<file path="src/rtl/led_sequencer.sv">
// Round-robin LED blink-pattern sequencer: one requester at a time owns the shared LED.
// Define LED_HEARTBEAT_EN to make led_1 toggle every HB_TICKS ticks while idle.
module led_sequencer #(
  parameter int unsigned NUM_REQ  = 4,
  parameter int unsigned TICK_DIV = 1000,
  parameter int unsigned HB_TICKS = 128
) (
  input  logic                 clk,
  input  logic                 resetn,
  input  logic [NUM_REQ-1:0]   req,
  input  logic [8*NUM_REQ-1:0] on_ticks,
  input  logic [8*NUM_REQ-1:0] off_ticks,
  input  logic [4*NUM_REQ-1:0] reps,
  output logic [NUM_REQ-1:0]   gnt,
  output logic                 busy,
  output logic                 done,
  output logic                 led_1
);
  localparam int unsigned IW = $clog2(NUM_REQ);
  localparam int unsigned PW = $clog2(TICK_DIV);

  if (NUM_REQ < 2 || NUM_REQ > 8 || TICK_DIV < 2 || HB_TICKS < 1) begin : g_bad_param
    $error("led_sequencer: parameter out of range");
  end

  typedef enum logic [1:0] {IDLE, ON, OFF, DONE} state_t;

  state_t             state, state_nxt;
  logic [NUM_REQ-1:0] gnt_nxt;
  logic               led_nxt;
  logic [IW-1:0]      ptr, ptr_nxt, win, win_nxt, pick, idx;
  logic               pick_ok;
  logic [7:0]         on_r, on_nxt, off_r, off_nxt, ticks, ticks_nxt;
  logic [3:0]         reps_r, reps_nxt, blinks, blinks_nxt;
  logic [PW-1:0]      presc, presc_nxt;
  logic               tick, go_idle;

  logic [7:0] on_arr   [NUM_REQ];
  logic [7:0] off_arr  [NUM_REQ];
  logic [3:0] reps_arr [NUM_REQ];

  for (genvar g = 0; g < NUM_REQ; g++) begin : g_slice
    assign on_arr[g]   = on_ticks[8*g +: 8];
    assign off_arr[g]  = off_ticks[8*g +: 8];
    assign reps_arr[g] = reps[4*g +: 4];
  end

`ifdef LED_HEARTBEAT_EN
  localparam int unsigned HW = (HB_TICKS > 2) ? $clog2(HB_TICKS) : 1;
  logic [HW-1:0] hb_cnt, hb_nxt;
`endif

  // First requesting index at or after the pointer, wrapping.
  always_comb begin
    pick_ok = 1'b0;
    pick    = '0;
    idx     = '0;
    for (int unsigned k = 0; k < NUM_REQ; k++) begin
      idx = IW'((32'(ptr) + k) % NUM_REQ);
      if (!pick_ok && req[idx]) begin
        pick_ok = 1'b1;
        pick    = idx;
      end
    end
  end

  assign tick = (presc == PW'(TICK_DIV - 1));
  assign busy = (state != IDLE);
  assign done = (state == DONE);

  always_comb begin
    state_nxt  = state;
    gnt_nxt    = gnt;
    led_nxt    = led_1;
    ptr_nxt    = ptr;
    win_nxt    = win;
    on_nxt     = on_r;
    off_nxt    = off_r;
    reps_nxt   = reps_r;
    blinks_nxt = blinks;
    ticks_nxt  = ticks;
    presc_nxt  = tick ? '0 : presc + 1'b1;
    go_idle    = 1'b0;
`ifdef LED_HEARTBEAT_EN
    hb_nxt     = hb_cnt;
`endif
    unique case (state)
      IDLE: begin
        if (pick_ok) begin
          state_nxt  = ON;
          win_nxt    = pick;
          gnt_nxt    = NUM_REQ'(1) << pick;
          on_nxt     = (on_arr[pick] == '0) ? 8'd1 : on_arr[pick];
          off_nxt    = (off_arr[pick] == '0) ? 8'd1 : off_arr[pick];
          reps_nxt   = (reps_arr[pick] == '0) ? 4'd1 : reps_arr[pick];
          blinks_nxt = '0;
          ticks_nxt  = '0;
          presc_nxt  = '0;
          led_nxt    = 1'b1;
        end else begin
`ifdef LED_HEARTBEAT_EN
          if (tick) begin
            if (hb_cnt == HW'(HB_TICKS - 1)) begin
              hb_nxt  = '0;
              led_nxt = !led_1;
            end else begin
              hb_nxt = hb_cnt + 1'b1;
            end
          end
`else
          presc_nxt = '0;
`endif
        end
      end
      ON: begin
        if (!req[win]) begin
          go_idle = 1'b1;
        end else if (tick) begin
          if (ticks == on_r - 8'd1) begin
            ticks_nxt = '0;
            led_nxt   = 1'b0;
            state_nxt = OFF;
          end else begin
            ticks_nxt = ticks + 8'd1;
          end
        end
      end
      OFF: begin
        if (!req[win]) begin
          go_idle = 1'b1;
        end else if (tick) begin
          if (ticks == off_r - 8'd1) begin
            ticks_nxt = '0;
            if ({1'b0, blinks} + 5'd1 < {1'b0, reps_r}) begin
              blinks_nxt = blinks + 4'd1;
              led_nxt    = 1'b1;
              state_nxt  = ON;
            end else begin
              state_nxt = DONE;
            end
          end else begin
            ticks_nxt = ticks + 8'd1;
          end
        end
      end
      default: go_idle = 1'b1;
    endcase
    // Completion and abort share the exit path; pointer moves past the winner either way.
    if (go_idle) begin
      state_nxt = IDLE;
      gnt_nxt   = '0;
      led_nxt   = 1'b0;
      presc_nxt = '0;
      ticks_nxt = '0;
      ptr_nxt   = (win == IW'(NUM_REQ - 1)) ? '0 : win + 1'b1;
`ifdef LED_HEARTBEAT_EN
      hb_nxt    = '0;
`endif
    end
  end

  always_ff @(posedge clk or negedge resetn) begin
    if (!resetn) begin
      state  <= IDLE;
      gnt    <= '0;
      led_1  <= 1'b0;
      ptr    <= '0;
      win    <= '0;
      on_r   <= '0;
      off_r  <= '0;
      reps_r <= '0;
      blinks <= '0;
      ticks  <= '0;
      presc  <= '0;
    end else begin
      state  <= state_nxt;
      gnt    <= gnt_nxt;
      led_1  <= led_nxt;
      ptr    <= ptr_nxt;
      win    <= win_nxt;
      on_r   <= on_nxt;
      off_r  <= off_nxt;
      reps_r <= reps_nxt;
      blinks <= blinks_nxt;
      ticks  <= ticks_nxt;
      presc  <= presc_nxt;
    end
  end

`ifdef LED_HEARTBEAT_EN
  always_ff @(posedge clk or negedge resetn) begin
    if (!resetn) hb_cnt <= '0;
    else         hb_cnt <= hb_nxt;
  end
`endif

endmodule

</file>
<file path="config.mk">
export PLATFORM = sky130hd
export DESIGN_NAME = led_sequencer
export DESIGN_NICKNAME = d
export VERILOG_FILES = /design/src/rtl/led_sequencer.sv
export SDC_FILE = /design/constraint.sdc
export NUM_CORES = 1
export LEC_CHECK = 0
export BUFFER_PORTS_ARGS = -buffer_cell sky130_fd_sc_hd__buf_2
export CORE_ASPECT_RATIO = 1.2
export CORE_UTILIZATION = 49
export CTS_CLUSTER_DIAMETER = 60
export DETAILED_ROUTE_END_ITERATION = 8
export GPL_ROUTABILITY_DRIVEN = 0
export GPL_TIMING_DRIVEN = 0
export PLACE_DENSITY = 0.88
export SYNTH_ARGS = -nofsm -noshare
export SYNTH_HDL_FRONTEND = slang
export SYNTH_SLANG_ARGS = --single-unit
export TNS_END_PERCENT = 10
</file>
<file path="constraint.sdc">
create_clock -name clk -period 2.57 [get_ports clk]
set_input_delay 0.257 -clock clk [delete_from_list [all_inputs] [get_ports clk]]
set_output_delay 0.257 -clock clk [all_outputs]
set_load 0.02 [all_outputs]
</file>
* Word level (Yosys, flattened, before mapping)
Cells that the tools add are included.
** Word-level totals
- Bits in registers :: 53
- Bits of input ports :: 86
- Output and inout bits :: 7
- Word-level logic and storage cells :: 146
** Cells by class
- Add/subtract/negate cells :: 10
- $lt $le $gt $ge :: 7
- Equality and inequality tests :: 20
- Shift operators :: 1
- Muxes and demuxes :: 74
- Bitwise gates (word level) :: 1
- Reductions and logical operators :: 22
** Operators with widths (number)
- $mux W8 :: 14
- $mux W4 :: 11
- $bmux W8 S2 :: 2
- $mux W10 :: 3
- $mux W2 :: 14
- $ne A3 B3 Y1 const B :: 8
- $pmux W8 S3 :: 1
- $mux W1 :: 19
- $eq A8 B8 Y1 :: 2
- $logic_not A8 Y1 :: 2
- $sub A8 B1 Y8 const B :: 2
- $lt A2 B3 Y1 const B :: 5
- $reduce_and A6 Y1 :: 2
- $add A10 B1 Y10 const B :: 1
- $bmux W1 S2 :: 5
- $eq A10 B10 Y1 const B :: 1
- $ne A2 B2 Y1 const B :: 5
- $reduce_and A9 Y1 :: 1
- $add A8 B1 Y8 const B :: 1
- $bmux W4 S2 :: 1
- $pmux W4 S2 :: 1
- $reduce_and A8 Y1 :: 1
- $reduce_bool A2 Y1 :: 4
- $eq A2 B2 Y1 const B :: 3
- other kinds (19) :: 26

* Depth between registers and ports, before layout
- Depth in word-level cells :: 18
- Gate-level depth with buffers :: 10
- Gate-level depth less buffers :: 9

* Worst setup path before layout
OpenSTA, ideal clock, no wires.
- Path type :: register to register
- Start :: reg on_r[0]
- End :: reg state[1]
- Library setup time :: 79 ps
- Data arrival time :: 2479 ps
- Data required time :: 2491 ps
- Path slack :: 12 ps
- Stages on the path, launching flop included :: 9
- Path buffers :: 0
- Period minus slack after synthesis :: 2558 ps
- Cells stage by stage :: dfrtp_1 -> inv_1 -> ha_1 -> or3b_1 -> or4_1 -> a2111oi_2 -> o311ai_1 -> a211oi_2 -> mux2i_1
** On the way
- Word-level cells in the longest chain between the ends :: 4
** RTL lines
- start, declared :: RTL line 33 : logic [7:0] on_r, on_nxt, off_r, off_nxt, ticks, ticks_nxt;
- start signal, assigned :: RTL line 181 : on_r <= on_nxt;
- $sub A8 B1 Y8 :: RTL line 119 : if (ticks == on_r - 8'd1) begin
- $eq A8 B8 Y1 :: RTL line 119
- $ne A3 B3 Y1 (no line)
- $reduce_and A8 Y1 (no line)
- end signal, assigned :: RTL line 176 : state <= state_nxt;
- end, declared :: RTL line 28 : state_t state, state_nxt;
Every way passes these cells.
A chain may end at the register's enable or synchronous reset.

* Final worst setup path
- Start :: reg on_r[1]
- End :: reg state[1]
The elaborated chain is that of the path after synthesis.

==> results by group <==
Outcome
  – Outcome: finished, violations left
  – Failing checks: negative setup slack

Final layout
  – Synthesis-to-finish area growth: 21.7%
  – Final std cells w/o fill: 631
  – # diodes: 0
  – Layout cell share with drive strength beyond 1: 28.2%
  – Fin area: 4690 sq um
  – Fin nets: 637

Pwr
  – Leak Pwr: 0.00223 uW
  – Internal Power: 2430 uW
  – PD cells: 954 nW/um^2
  – Clock power frac: 10.4%
  – Switching pwr: 2050 uW
  – Flop pwr share: 30.0%
  – Max VDD drop: 0.000514 V
  – Final Total Pwr: 4470 uW
  – Proportion of power drawn by combinational gates: 59.6%
  – Switching share of power: 45.7%

Floorplan
  – Initial Utilization: 50.3%
  – Die area: 8220 sq um
  – Die Span Y: 99.1 um
  – Num ports: 93
  – Core Footprint: 7660 sq um
  – Die X: 83.0 um
  – Row Count: 35

Synthesis
  – Mapped cell area: 3850 sq um
  – Share of the synthesized area in the top cell type: 34.4%
  – YS warnings: 0
  – Distinct cells, synth: 59
  – Ys async rst share: 100%
  – Post-synthesis cell count: 431
  – #FFs+latches synth: 53
  – Top cells by area, synth: dfrtp_1, mux2i_1, nand2_1
  – Post-Syn Nets: 530
  – Dominant cell type by area after synthesis: dfrtp_1
  – Post-Syn Area per Cell: 8.94 sq um
  – Post-synth EDFFs: 0
  – Most used DFF post-synth: dfrtp_1
  – Seq/Total Area, Yosys: 34.4%

Timing
  – RSZ-0062 raised after global routing: yes
  – Final hold vios: 0
  – Worst-Margin Slew: 1.16 ns
  – Final setup vio count: 11
  – Period utilisation layout: 105%
  – Slew headroom: 22.8%
  – Clock Skews: 0.00713 ns
  – Final min period: 2.70 ns
  – Final Max Slew Viols: 0
  – Setup WS post-layout: -0.134 ns
  – Max frequency: 370 MHz

Clock tree
  – Root Buffer Master: clkbuf_8
  – Max H-tree Level: 2
  – Cts bufs inserted: 5
  – Worst-path clk slew: 0.10 ns
  – Insertion delay to the later sink of the worst-skew pair: 0.30 ns
  – Clock Sinks: 53
  – Hold_buf cts: 0
  – CTS tree: built
  – CTS Buffer Depth: 2

Global routing
  – Initial antenna violation count: 0
  – Total gr overflow: 0
  – Largest net degree at the start of global routing: 54
  – Number of global-route vias before repair: 3342
  – First-pass GRT wire length: 15000 um
  – Tot GR Track Use: 22.5%

Flow run
  – Max cap viols: 0

Route
  – DR DRC count: 0
  – ANT nets after route: 0
  – Routed len/inst: 15.4 um
  – Final WL: 9710 um
  – Via/cell ratio: 5.76
  – DR pass1 iterations: 4
  – Drt initial violations: 165
  – Via count: 3637

Placed design
  – PortBufs: 90
  – DPL Wire Length: 7100 um
  – Placed cell count: 613
  – Cell Area, Placed: 4420 sq um

Critical path
  – CP max FO: 3
  – Worst Reg-to-Reg Cells: 8
  – Critical Path RT: 2.81 ns
  – CP Data Arrival Time: 2.94 ns
  – Startpoint Class: flip-flop
  – CP Class: reg2reg
  – Worst setup EP type: flip-flop
  – Worst reg2reg endpoint: state[1]
  – Reg2reg setup slack: -0.13 ns
  – Worst flop-to-flop path startpoint: on_r[1]
  – Max stage delay cell, worst path: or4_4
  – CP max stage delay: 0.44 ns
  – Worst path cell trace: inv_2 -> ha_4 -> or3b_4 -> or4_4 -> a2111oi_4 -> o311ai_4 -> a211oi_4 -> mux2i_1

Hold path
  – Class of the worst hold path: in2async
-- synthesized netlist by cell type, types with 5 or more instances --
master and instances:
buf_2 7, nor3_1 11, xnor2_1 18, xor2_1 10, ha_1 13, nand2b_1 5
mux2i_1 57, nand3_1 12, mux2_2 8, o211ai_1 5, inv_1 16, nand2_1 62
clkbuf_1 10, o21ai_0 29, a21oi_1 17, nor2_1 25, dfrtp_1 53, or4_1 8
-- placed cells by master (no fill, tap or decap), drive strengths merged, types with 2 or more instances in the layout --
| master | synthesis | layout |
|---|---|---|
| xnor2 | 18 | 18 |
| o211ai | 5 | 5 |
| inv | 16 | 16 |
| nor4b | 2 | 2 |
| xor2 | 10 | 10 |
| and2 | 4 | 4 |
| and3 | 2 | 2 |
| clkbuf | 11 | 18 |
| nor2 | 25 | 25 |
| or3b | 3 | 3 |
| a21o | 3 | 3 |
| mux2i | 57 | 57 |
| nor4 | 3 | 3 |
| a22oi | 3 | 3 |
| nand2b | 5 | 5 |
| or4 | 8 | 8 |
| o21ai | 31 | 31 |
| nor3 | 11 | 11 |
| a21oi | 17 | 17 |
| or2 | 4 | 4 |
| o221ai | 2 | 2 |
| o31ai | 4 | 4 |
| mux2 | 8 | 8 |
| buf | 10 | 110 |
| nand4 | 4 | 4 |
| ha | 13 | 13 |
| nand2 | 62 | 62 |
| nand3 | 12 | 12 |
| o22a | 2 | 2 |
| or4b | 2 | 2 |
| or3 | 2 | 2 |
| dfrtp | 53 | 53 |
-- area by class of cell --
cell class              instances  area [sq um]
clock buffers                   7          76.3
fillers                       584          2970
plain buffers                  21           110
clock inverters                 1          7.51
repair buffers                100           529
well taps                      92           115
multi-input cells             340          2460
flip-flops and latches         53          1330
inverters                      17          63.8
-- state kept, by name (all words and copies together) (netlist names) --
name and count:
win 2, led_1 1, off_r 8, presc 10, state 2, ticks 8
ptr 2, reps_r 4, gnt 4, on_r 8, blinks 4
-- cells by family (layout without fill, tap and decap cells) --
group	count (synthesis)	count (layout)	synth area share, %
multiplexers	66	66	17.7
buffers and inverters	38	146	4.16
AND/OR/NAND/NOR	154	154	19.6
XOR/XNOR	28	28	6.36
flip-flops	53	53	34.4
adder cells (fa/ha/maj)	13	13	4.22
AO/OA/AOI/OAI	79	79	13.5
-- worst max-delay path, delay by kind of cell, from the launching register on --
kind | cells | cell delay [ns]
multiplexers | 1 | 0.20
AO/OA/AOI/OAI | 3 | 1.00
AND/OR/NAND/NOR | 2 | 0.81
flip-flops | 1 | 0.40
adder cells (fa/ha/maj) | 1 | 0.13
buffers and inverters | 1 | 0.09
-- through the flow --
stage / worst slack [ns] / util (%) / TNS [ns] / hold slack, ns
6_report: -0.134 / 61.2 / -0.744 / 0.168
5_1_grt: -0.263 / 61.2 / -1.97 / 0.287
3_5_place_dp: -0.364 / 57.7 / -4.45 / 0.461
2_1_floorplan: 0.0118 / - / 0 / -0.0386
4_1_cts: -0.0748 / 60.4 / -0.624 / 0.222
3_3_place_gp: -0.298 / 57.7 / -3.49 / 0.450
-- per-layer routing --
| layer | vias up | track usage [%] | part of all wire [%] |
|---|---|---|---|
| li1 | 1744 | - | - |
| met1 | 1725 | 25.1 | 38 |
| met2 | 139 | 41.9 | 53 |
| met3 | 29 | 2.07 | 4.4 |
| met4 | 0 | 12.3 | 4.3 |
| met5 | - | 0 | 0 |
-- power groups by stage --
stage / clock [uW] / combinational [uW] / sequential (uW)
6_report: 466 / 2670 / 1340
5_1_grt: 503 / 2900 / 1380
4_1_cts: 469 / 2560 / 1330
3_5_place_dp: 0 / 2370 / 1350
3_3_place_gp: 0 / 2250 / 1330
2_1_floorplan: 0 / 1780 / 1320
-- worst max path at each step --
| stage | from | endpoint | depth (start not counted) |
|---|---|---|---|
| after floorplan | on_r[0] | state[1] | 8 |
| after global placement | on_r[0] | ticks[7] | 8 |
| after detailed placement | on_r[0] | ticks[6] | 8 |
| after CTS | on_r[1] | state[1] | 8 |
| after global routing | on_r[1] | state[1] | 8 |
| final | on_r[1] | state[1] | 8 |
-- what timing repair did --
item | CTS | global route
setup buffers | 7 | 3
resized for setup | 14 | 18
endpoints found under the setup margin | 18 | 20
pin swaps | 7 | 6
Power figures use the tool's default switching activity.
